--- config.mk ---
export PLATFORM = sky130hd
export DESIGN_NAME = bt_tx_scheduler
export DESIGN_NICKNAME = d
export VERILOG_FILES = /design/src/rtl/bt_sched_pkg.sv /design/src/rtl/bt_sched_arbiter.sv /design/src/rtl/bt_tx_scheduler.sv
export SDC_FILE = /design/constraint.sdc
export NUM_CORES = 1
export LEC_CHECK = 0
export CAP_MARGIN = 20
export CELL_PAD_IN_SITES_DETAIL_PLACEMENT = 0
export CELL_PAD_IN_SITES_GLOBAL_PLACEMENT = 1
export CORE_UTILIZATION = 31
export CTS_BUF_LIST = sky130_fd_sc_hd__clkbuf_4
export CTS_CLUSTER_SIZE = 16
export DETAILED_ROUTE_END_ITERATION = 10
export PLACE_DENSITY = 0.85
export SLEW_MARGIN = 20
export SYNTH_ARGS = -nofsm -noshare
export SYNTH_HDL_FRONTEND = slang
export SYNTH_SLANG_ARGS = --single-unit
--- constraint.sdc ---
create_clock -name clock -period 1.5 [get_ports clock]
set_input_delay 0.375 -clock clock [delete_from_list [all_inputs] [get_ports clock]]
set_output_delay 0.375 -clock clock [all_outputs]
set_load 0.02 [all_outputs]
--- src/rtl/bt_sched_pkg.sv ---
// Shared encodings for the Bluetooth transmit scheduler: FSM states,
// grant codes and the burst header sync byte.
package bt_sched_pkg;

  typedef enum logic [2:0] {
    IDLE     = 3'd0,
    HDR      = 3'd1,
    HDR_WAIT = 3'd2,
    POP      = 3'd3,
    LOAD     = 3'd4,
    SEND     = 3'd5,
    WAIT     = 3'd6
  } state_t;

  localparam logic [1:0] GRANT_NONE = 2'b00;
  localparam logic [1:0] GRANT_SENS = 2'b01;
  localparam logic [1:0] GRANT_AT   = 2'b10;

  localparam logic [7:0] HDR_SYNC = 8'hA5;

  // Header word announcing a sensor burst of burst_len words.
  function automatic logic [15:0] hdr_word(input int burst_len);
    return {HDR_SYNC, 1'b0, 7'(burst_len)};
  endfunction

endpackage

--- src/rtl/bt_sched_arbiter.sv ---
// Source eligibility and priority selection for the transmit scheduler.
// Holds last_grant so AT cannot starve the sensor stream.
module bt_sched_arbiter
  import bt_sched_pkg::*;
#(
  parameter int BURST_LEN = 8,
  parameter int CNT_W     = 12
) (
  input  logic             clock,
  input  logic             resetn,
  input  logic             arb_en,
  input  logic             link_up,
  input  logic             at_mode,
  input  logic             at_empty,
  input  logic [CNT_W-1:0] sens_count,
  output logic [1:0]       sel
);

  logic       at_elig;
  logic       sens_elig;
  logic [1:0] last_grant;

  always_comb begin
    at_elig   = at_mode && !at_empty;
    sens_elig = !at_mode && link_up && (sens_count >= CNT_W'(BURST_LEN));
    sel       = GRANT_NONE;
    if (arb_en) begin
      if (at_elig && sens_elig)
        sel = (last_grant == GRANT_AT) ? GRANT_SENS : GRANT_AT;
      else if (at_elig)
        sel = GRANT_AT;
      else if (sens_elig)
        sel = GRANT_SENS;
    end
  end

  always_ff @(posedge clock or negedge resetn) begin
    if (!resetn)
      last_grant <= GRANT_SENS;
    else if (sel != GRANT_NONE)
      last_grant <= sel;
  end

endmodule

--- src/rtl/bt_tx_scheduler.sv ---
// Arbitrates the 16-bit serial transmitter between the sensor FIFO (framed
// bursts with a header) and the AT-command FIFO (raw words).
module bt_tx_scheduler
  import bt_sched_pkg::*;
#(
  parameter int BURST_LEN = 8,
  parameter int AT_MAX    = 32,
  parameter int CNT_W     = 12
) (
  input  logic             clock,
  input  logic             resetn,
  input  logic             link_up,
  input  logic             at_mode,
  input  logic             sens_empty,
  input  logic [CNT_W-1:0] sens_count,
  input  logic [15:0]      sens_dout,
  output logic             sens_rd_en,
  input  logic             at_empty,
  input  logic [15:0]      at_dout,
  output logic             at_rd_en,
  output logic             tx_start,
  output logic [15:0]      tx_data,
  output logic             tx_more,
  input  logic             tx_done,
  output logic [1:0]       grant,
  output logic             busy,
  output logic [15:0]      pkt_count
);

  localparam logic [7:0]  SENS_LAST = 8'(BURST_LEN - 1);
  localparam logic [7:0]  AT_LAST   = 8'(AT_MAX - 1);
  localparam logic [15:0] HDR_WORD  = hdr_word(BURST_LEN);

  // Valid/ready-free handshake: tx_start is a one-cycle request, tx_done a
  // one-cycle completion; tx_data and tx_more hold from tx_start to tx_done.
  state_t     state;
  logic [7:0] word_cnt;
  logic       last_word;
  logic [1:0] sel;
  logic       is_sens;
  logic       pop_ok;
  logic       last_now;

  bt_sched_arbiter #(
    .BURST_LEN(BURST_LEN),
    .CNT_W    (CNT_W)
  ) u_arbiter (
    .clock     (clock),
    .resetn    (resetn),
    .arb_en    (state == IDLE),
    .link_up   (link_up),
    .at_mode   (at_mode),
    .at_empty  (at_empty),
    .sens_count(sens_count),
    .sel       (sel)
  );

  always_comb begin
    is_sens  = (grant == GRANT_SENS);
    pop_ok   = is_sens ? !sens_empty : !at_empty;
    last_now = is_sens ? (word_cnt == SENS_LAST)
                       : ((word_cnt == AT_LAST) || at_empty);
  end

  // The FIFO pop must react to the empty flag in the same cycle.
  assign sens_rd_en = (state == POP) && (grant == GRANT_SENS) && !sens_empty;
  assign at_rd_en   = (state == POP) && (grant == GRANT_AT)   && !at_empty;

  // Pulse outputs are registered on entry so they are visible in HDR/SEND.
  always_ff @(posedge clock or negedge resetn) begin
    if (!resetn) begin
      state     <= IDLE;
      word_cnt  <= 8'd0;
      last_word <= 1'b0;
      tx_start  <= 1'b0;
      tx_data   <= 16'h0000;
      tx_more   <= 1'b0;
      grant     <= GRANT_NONE;
      busy      <= 1'b0;
      pkt_count <= 16'h0000;
    end else begin
      tx_start <= 1'b0;
      case (state)
        IDLE: begin
          if (sel != GRANT_NONE) begin
            grant    <= sel;
            busy     <= 1'b1;
            word_cnt <= 8'd0;
            if (sel == GRANT_SENS) begin
              tx_data  <= HDR_WORD;
              tx_start <= 1'b1;
              tx_more  <= 1'b1;
              state    <= HDR;
            end else begin
              state <= POP;
            end
          end
        end
        HDR:      state <= HDR_WAIT;
        HDR_WAIT: if (tx_done) state <= POP;
        POP:      if (pop_ok) state <= LOAD;
        LOAD: begin
          tx_data   <= is_sens ? sens_dout : at_dout;
          tx_start  <= 1'b1;
          tx_more   <= !last_now;
          last_word <= last_now;
          state     <= SEND;
        end
        SEND:     state <= WAIT;
        WAIT: begin
          if (tx_done) begin
            word_cnt <= word_cnt + 8'd1;
            if (last_word) begin
              if (is_sens) pkt_count <= pkt_count + 16'd1;
              grant   <= GRANT_NONE;
              busy    <= 1'b0;
              tx_more <= 1'b0;
              state   <= IDLE;
            end else begin
              state <= POP;
            end
          end
        end
        default:  state <= IDLE;
      endcase
    end
  end

endmodule
* Word level (Yosys, flattened, before mapping) *
Cells that the tools add are included.

cells by class
  shift operators = 0
  eq/ne operators = 18
  muxes and demuxes = 35
  bitwise logic cells = 0
  $mul = 0
  order comparisons = 1
  divide/modulo/power cells = 0
  $add $sub $neg = 2
  reductions and logical operators = 24

operator list
  kind                                                                number
  two-way mux 16 bit                                                  3
  case mux 16 bit (2 select lines)                                    1
  case mux 3 bit (7 select lines)                                     1
  two-way mux 2 bit                                                   9
  adder 16 x 1 -> 16 bit, second input constant                       1
  two-way mux 8 bit                                                   2
  case mux 8 bit (2 select lines)                                     1
  greater-or-equal comparator 12 x 4 -> 1 bit, second input constant  1
  two-way mux 3 bit                                                   4
  != test 2 bit, second input constant                                6
  AND reduction 4 bit                                                 3
  two-way mux 1 bit                                                   10
  == test 3 bit, second input constant                                3
  adder 8 x 1 -> 8 bit, second input constant                         1
  == test 8 x 3 -> 1 bit, second input constant                       1
  == test 8 x 5 -> 1 bit, second input constant                       1
  logical AND 1 bit                                                   8
  == test 3 x 2 -> 1 bit, second input constant                       2
  AND reduction 3 bit                                                 2
  nonzero test 2 bit                                                  3
  AND reduction 5 bit                                                 1
  == test 2 x 1 -> 1 bit, second input constant                       2
  == test 2 bit, second input constant                                2
  logical NOT 1 bit                                                   4
  other kinds (7)                                                     8

word-level totals
  bits in latches = 0
  bits of input ports = 51
  memory bits (read-only) = 0
  memories = 0
  bits in registers = 51
  memory bits (writable) = 0

* Logic depth before layout (Yosys ltp) *
Gate-level depths: netlist of run 1.

  depth after elaboration = 11
  mapped depth = 6
  gate-level depth less buffers = 5

* By module *
From an unflattened synthesis of run 1, not the netlist that was laid out.

unflattened totals
  cells, all modules = 250
  area, all modules = 2498.6 um^2

modules (own cells, without submodules)
  module            seq. area each (um^2)  area each (um^2)  cells an instance  instances
  bt_tx_scheduler   1226.2                 2458.6            243                1
  bt_sched_arbiter  0.0                    40.0              7                  1

* Worst setup path before layout of run 1 *
OpenSTA, ideal clock, no wires.

  path kind = flip-flop to output port
  from = register state[1]
  to = output port at_rd_en
  arrival time = 1.697 ns
  setup slack = -0.572 ns
  stages on the path, launching flop included = 5
  buffers on the path = 2
  path through = dfrtp_1 > buf_2 > clkbuf_1 > nand3_1 > nor4b_1

between the ends
  longest elaborated chain between the ends = 3

RTL lines
  what                             line                   text
  from (decl)                      bt_tx_scheduler.sv:36  state_t state;
  from (signal assigned)           bt_tx_scheduler.sv:72  state <= IDLE;
  from (signal assigned)           bt_tx_scheduler.sv:93  state <= HDR;
  from (signal assigned)           bt_tx_scheduler.sv:95  state <= POP;
  == test 3 x 2 -> 1 bit           bt_tx_scheduler.sv:67  assign at_rd_en = (state == POP) && (grant == GRANT_AT) && !at_empty;
  logical AND 1 bit (2 in series)  bt_tx_scheduler.sv:67
  to (decl)                        bt_tx_scheduler.sv:20  output logic at_rd_en,

Every way passes these cells.

* Worst setup path in the final report of run 1 *
  from = register grant[0]
  to = output port at_rd_en

between the ends
  longest elaborated chain between the ends = 3

RTL lines
  what                             line                   text
  from (decl)                      bt_tx_scheduler.sv:25  output logic [1:0] grant,
  from (signal assigned)           bt_tx_scheduler.sv:86  grant <= sel;
  == test 2 bit                    bt_tx_scheduler.sv:67
  logical AND 1 bit (2 in series)  bt_tx_scheduler.sv:67

Every way passes these cells.

==> impl_results.md, run 1 <==
* Drt total wl at roughly 8000 um
* Critical path class: flop to output pin
* Residual DRC at 0
* Area Growth Syn to Fin at 98.7%
* Mapped Cells at about 240
* Internal power at 4190 uW
* Largest cells by area after synthesis: dfrtp_1 49%, nand2_1 5.0%, xnor2_1 4.9%, mux2i_1 4.8%, o2bb2ai_1 3.9%
* CP required at 1.12 ns
* Sequential share of the synthesized area at 49.3%
* CTS root buf: clkbuf_4
* Post-synthesis register bit count at 49
* Port bufs at 86
* Synth top area share at 49.3%
* Slew Viols, Final at 0
* Maximum clock insertion buffer count at 2
* DIE HEIGHT at 91.6 um
* Yosys warnings at 0
* Cell class contributing the biggest share of worst-path delay: flip-flops
* Drt first pass iters at 6
* CTS tree: built
* Pre-CTS setup slack at -0.596 ns
* Largest area contributor in the netlist: dfrtp_1
* Detail Placement HPWL at 4850 um
* Reg power frac at 28.2%
* Period utilization at 115%
* TritonCTS Buffers at 5
* Leak at around 0.0023 uW
* Leading register cell type out of synthesis: dfrtp_1
* Failing checks: negative setup slack
* Fmax at between 0.5 and 0.6 GHz
* Vias in the first global route at between 2,000 and 2,500
* Crit path cell chain: nor4b_4 > buf_4
* Total gr overflow at 0
* Detail Route Antenna Nets at 0
* Fin worst setup slack at -0.223 ns
* Status: finished with violations
* Initial Util at about 32%
* Io pins at 90
* Syn_nets at 292
* WP buf/inv at 1
* Crit path DAT at 1.35 ns
* Sw Share at between 30% and 40%
* DR vias/cell at 4.95
* Max Cap Viol at 0
* EDFF count, synth at 0
* Async S/R FF share, synth at 100%
* H-tree depth at 2
* First-pass GRT wire length at 12,000 um
* Syn avg cell area at 10.4 um^2
* Worst-margin pin slew at approximately 0.48 ns
* Max FO, Critical Path at 4
* NetSw at about 2600 uW
* Endpoints failing setup at 44
* Hold Path Class: input pin to async pin
* Final min period at around 1.7 ns
* Drt initial violations at 57
* Max VDD drop at 0.643 mV
* Tot GR Track Use at 18.1%
* WL per Instance at 15.9 um
* Initial antenna violation count at 0
* Nets at 460
* Final GP Congestion at just under 0.8
* Fin Hold WS at 0.461 ns
* Reg2reg start: state[0]
* Max stage delay cell, worst path: dfrtp_2
* Clock sink count at 49
* Worst-Skew Late Latency at 0.38 ns
* CORE AREA at roughly 7700 um^2
* Die area at roughly 8400 um^2
* RSZ-0062 raised after global routing: true
* Cell area after synthesis at 2490 um^2
* Layout cell share with drive strength beyond 1 at 48.0%
* Max_slew headroom at 67.9%
* Clk_skew at 0.0110 ns
* Die width at 91.6 um
* Comb power frac at roughly 63%
* Setup crit start: grant[0]
* Final Hold Viols at 0
* Vias at 2,522
* Num rows at 32
* Diode count at 0
* Clk network pwr share at 9.2%
* Crit end category: output pin
* Worst-path clk slew at 0.14 ns
* Pwr/cell area at 1380 nW/um^2
* Max stage delay on crit path at 0.51 ns
* Crit start category: flop
* Cell variety after synth at 51
* Largest net degree at the start of global routing at 18
## per-stage QoR
step	total power, uW	util (%)	instance area, um^2	std cells	TNS, ns
5_1_grt	7140	64.0	4940	510	-6.93
6_report	6820	64.0	4940	510	-4.69
3_5_place_dp	4490	50.0	3860	461	-22.86
2_1_floorplan	3240	-	2560	239	-0.429
3_3_place_gp	4430	50.0	3860	461	-21.91
4_1_cts	6180	59.1	4560	497	-2.85
## placed cells by master (no fill, tap or decap), drive strengths merged, types with 3 or more instances in the layout
cell,instances
clkdlybuf4s15,18
buf,93
inv,11
nand4,5
xor2,7
dlygate4sd2,7
nand2,33
mux2i,12
nand2b,5
nor4,4
xnor2,14
nor2b,4
a32oi,5
o21ai,6
o2bb2ai,11
dfrtp,49
nor2,13
nand3,4
clkbuf,19
nor3,10
a21oi,3
clkdlybuf4s50,40
## cells by family (layout without fill, tap and decap cells)
logic type | count (synthesis) | count (layout) | synth area share, %
flip-flops | 49 | 49 | 49.3
multiplexers | 13 | 13 | 5.28
XOR/XNOR | 21 | 21 | 7.39
adder cells (fa/ha/maj) | 2 | 2 | 1.01
AND/OR/NAND/NOR | 93 | 93 | 21.1
AO/OA/AOI/OAI | 39 | 39 | 12.2
buffers and inverters | 22 | 191 | 3.77
## area by class of cell
class	count	area [um^2]
clock buffers	6	45.0
clock inverters	2	10.0
fillers	580	2780
inverters	11	41.3
multi-input cells	168	1790
flip-flops and latches	49	1230
well taps	102	128
repair buffers	172	1690
## registers in the layout, summed over array words and instances (netlist names)
name and count:
grant 2, last_word 1, busy 1, tx_data 16
tx_more 1, state 3, pkt_count 16, word_cnt 8
tx_start 1
## power by group through the flow
stage / clock, uW / combinational [uW] / sequential, uW
6_report: 626 / 4270 / 1920
5_1_grt: 686 / 4500 / 1960
4_1_cts: 648 / 3650 / 1890
3_5_place_dp: 0 / 2630 / 1860
3_3_place_gp: 0 / 2590 / 1840
2_1_floorplan: 0 / 1080 / 2160
## what timing repair did
action	in CTS	in global routing
pin swaps	34	22
setup endpoints to repair	84	78
hold buffers	1	0
gates resized for setup	180	81
hold endpoints to repair	15	0
gates cloned	3	1
setup buffers	24	15
## synth_stat cells (4+ instances only)
cell	count
a32oi_1	5
buf_2	6
clkbuf_1	4
dfrtp_1	49
inv_1	9
mux2i_1	12
nand2_1	33
nand2b_1	5
nand4_1	5
nor2_1	13
nor2b_1	4
nor3_1	7
o2bb2ai_1	11
xnor2_1	14
xor2_1	7
## worst paths after layout
| path | endpoint | slack, ns | depth (start not counted) |
|---|---|---|---|
| min in group clock | pkt_count[15] | 0.49 | 1 |
| setup reg to reg | tx_more | -0.21 | 5 |
| max in group asynchronous | pkt_count[4] | 0.58 | 3 |
| hold reg to reg | pkt_count[15] | 0.49 | 1 |
| setup / recovery | at_rd_en | -0.22 | 2 |
| hold / removal | last_word | 0.46 | 2 |
## metal layers
metal  global-route usage [%]  wire (um)  vias to the layer above  part of all wire [%]
met3                     3.60        329                       12                   4.0
met5                        0          0                        -                     0
li1                         -          -                     1198                     -
met4                     5.16        132                        0                   1.6
met1                     23.3       3460                     1245                    43
met2                     30.7       4200                       67                    52
(Power assumes the default switching activity.)
==> run 2, diff against run 1 <==
--- a/config.mk
+++ b/config.mk
@@ -13,6 +13,7 @@
 export CTS_CLUSTER_SIZE = 16
 export DETAILED_ROUTE_END_ITERATION = 10
 export PLACE_DENSITY = 0.85
+export SKIP_CTS_REPAIR_TIMING = 1
 export SLEW_MARGIN = 20
 export SYNTH_ARGS = -nofsm -noshare
 export SYNTH_HDL_FRONTEND = slang
==> run 2 against run 1 <==
The run still ends with negative setup slack left; count of clock-buffer cells in the layout unchanged; combinational power decreased by 26%; routed wire length decreased by 14%; register-to-register slack got worse by 0.10 ns; worst setup slack got worse by 0.092 ns; utilization decreased by 7.0 points; clock power decreased by 2%; first-iteration DRC count increased by 30%; clock skew decreased by 0.0024 ns; critical path type is now flop to flop.
==> impl_results.md, run 2 (synthesis results as in run 1) <==
* WL per Instance at 14.5 um (-8.7%)
* Clk_skew at 0.00862 ns (-0.00241 ns)
* Sum of negative setup slack at -3.74 ns (+0.949 ns)
* DIE HEIGHT at 91.6 um (unchanged)
* RSZ-0062 raised after global routing: true
* Vias in the first global route at 2,263 (-9.4%)
* Worst-margin pin slew at 0.490 ns (+0.00872 ns)
* Clock sink count at 49 (unchanged)
* Nets at 429 (-6.7%)
* Initial antenna violation count at 0 (unchanged)
* H-tree depth at 2 (unchanged)
* Worst-Skew Late Latency at 0.37 ns (about the same)
* CP required at 1.79 ns (+0.67 ns)
* Reg2reg start: grant[1]
* Worst reg-to-reg setup slack at -0.31 ns (-0.10 ns)
* Num rows at 32 (unchanged)
* Max VDD drop at 0.633 mV (-1.7%)
* Detail Placement HPWL at 4850 um (unchanged)
* Max FO, Critical Path at 4 (unchanged)
* Leak at 0.00239 uW (+5.0%)
* Vias at 2,342 (-7.1%)
* Io pins at 90 (unchanged)
* Max_slew headroom at 67.4% (-0.58 points)
* Worst-path clk slew at 0.14 ns (about the same)
* Worst r2r dst: pkt_count[6]
* Drt first pass iters at 4 (-2)
* CTS tree: built
* Total gr overflow at 0 (unchanged)
* DR vias/cell at 4.89 (-1.1%)
* Slew Viols, Final at 0 (unchanged)
* Period utilization at 121% (+6.1 points)
* TritonCTS Buffers at 5 (unchanged)
* Largest net degree at the start of global routing at 19 (+1)
* Port bufs at 86 (unchanged)
* Max Cap Viol at 0 (unchanged)
* Initial Util at 32.2% (unchanged)
* Pwr/cell area at 1280 nW/um^2 (-7.4%)
* Die width at 91.6 um (unchanged)
* Fmax at 0.551 GHz (-5.1%)
* CTS root buf: clkbuf_4
* Layout cell share with drive strength beyond 1 at 32.1% (-16 points)
* Final Hold Viols at 0 (unchanged)
* First-pass GRT wire length at 10,500 um (-12%)
* Crit end category: flop
* Detail Route Antenna Nets at 0 (unchanged)
* Fin Hold WS at 0.477 ns (+0.0160 ns)
* Hold Path Class: input pin to async pin
* Fin worst setup slack at -0.315 ns (-0.0919 ns)
* Design Power at 5630 uW (-18%)
* Final GP Congestion at 0.787 (unchanged)
* Drt initial violations at 74 (+30%)
* Maximum clock insertion buffer count at 2 (unchanged)
* Commonest cells after routing, fill and taps aside: 44 x dfrtp_1, 39 x clkdlybuf4s50_1, 38 x dlymetal6s2s_1, 36 x buf_4, 28 x nand2_1
* Failing checks: negative setup slack
* Regs by FF count: pkt_count (16), tx_data (16), word_cnt (8)
* Status: finished with violations
* Die area at 8390 um^2 (unchanged)
* Residual DRC at 0 (unchanged)
* Util after Layout at 57.0% (-7.0 points)
* Drt total wl at 6970 um (-14%)
* Critical path class: flop to flop
* Commonest non-fill, non-tap cell in the layout: dfrtp_1
* Crit start category: flop
* Final min period at 1.81 ns (+0.0919 ns)
* Endpoints failing setup at 37 (-16%)
* Area Growth Syn to Fin at 77.0%
* Tot GR Track Use at 15.8% (-2.3 points)
* Diode count at 0 (unchanged)
* CORE AREA at 7730 um^2 (unchanged)
* R2R depth at 5 (unchanged)
* Crit path DAT at 2.11 ns (+0.76 ns)
run 2: cell types whose count changed in the layout (fill, tap and decap cells not counted), moves of 5 or more:
cell             previous run  this run
dlymetal6s2s_1              0        38
buf_4                      52        36
clkdlybuf4s15_1            13         0
clkbuf_2                   11         1
o2bb2ai_1                   0        10
o2bb2ai_4                  10         0
buf_6                      26        17
mux2i_1                     2        10
dlygate4sd2_1               7         0
mux2i_4                     7         1
clkdlybuf4s15_2             5         0
run 2: area by class of cell:
cell class	instances	area (um^2)
inverters	11	41.3
well taps	102	128
clock inverters	2	10.0
repair buffers	141	1520
clock buffers	6	45.0
flip-flops and latches	49	1230
fillers	682	3320
multi-input cells	168	1420
run 2: metal layers:
layer  part of all wire (%)  vias up  wire (um)  GRT usage (%)
met1                     43     1147       3000           20.8
met3                    5.2        7        362           3.35
li1                       -     1127          -              -
met2                     50       61       3510           25.8
met5                      0        -          0              0
met4                    1.4        0         96           4.89
run 2: per-stage QoR:
stage                     setup WS (ns)  std cells  area, um^2
after global placement           -0.599        461        3860
after floorplan                 -0.0953        239        2560
after detailed placement         -0.596        461        3860
after CTS                        -0.777        469        3920
after global routing             -0.360        479        4400
final                            -0.315        479        4400
run 2: worst max-delay path by stage:
stage	slack [ns]	endpoint	startpoint	depth (start not counted)
finish	-0.31	pkt_count[6]	grant[1]	5
global route	-0.36	pkt_count[6]	grant[1]	5
CTS	-0.78	at_rd_en	state[2]	4
detailed placement	-0.60	at_rd_en	at_empty	3
global placement	-0.60	at_rd_en	at_empty	3
floorplan	-0.1	pkt_count[14]	pkt_count[0]	5
run 2: power breakdown:
part	internal (uW)	switching, uW	leakage, uW	total, uW
registers	1630	232	0.000619	1860
logic	1680	1470	0.00173	3150
clock network	198	418	0.0000354	616
run 2: critical path, cell delays in order (launching register included):
cell and delay (ns):
dfrtp_2 0.46, buf_6 0.12, nand3b_1 0.25, or4_4 0.59, nor2_2 0.12, xor2_1 0.19
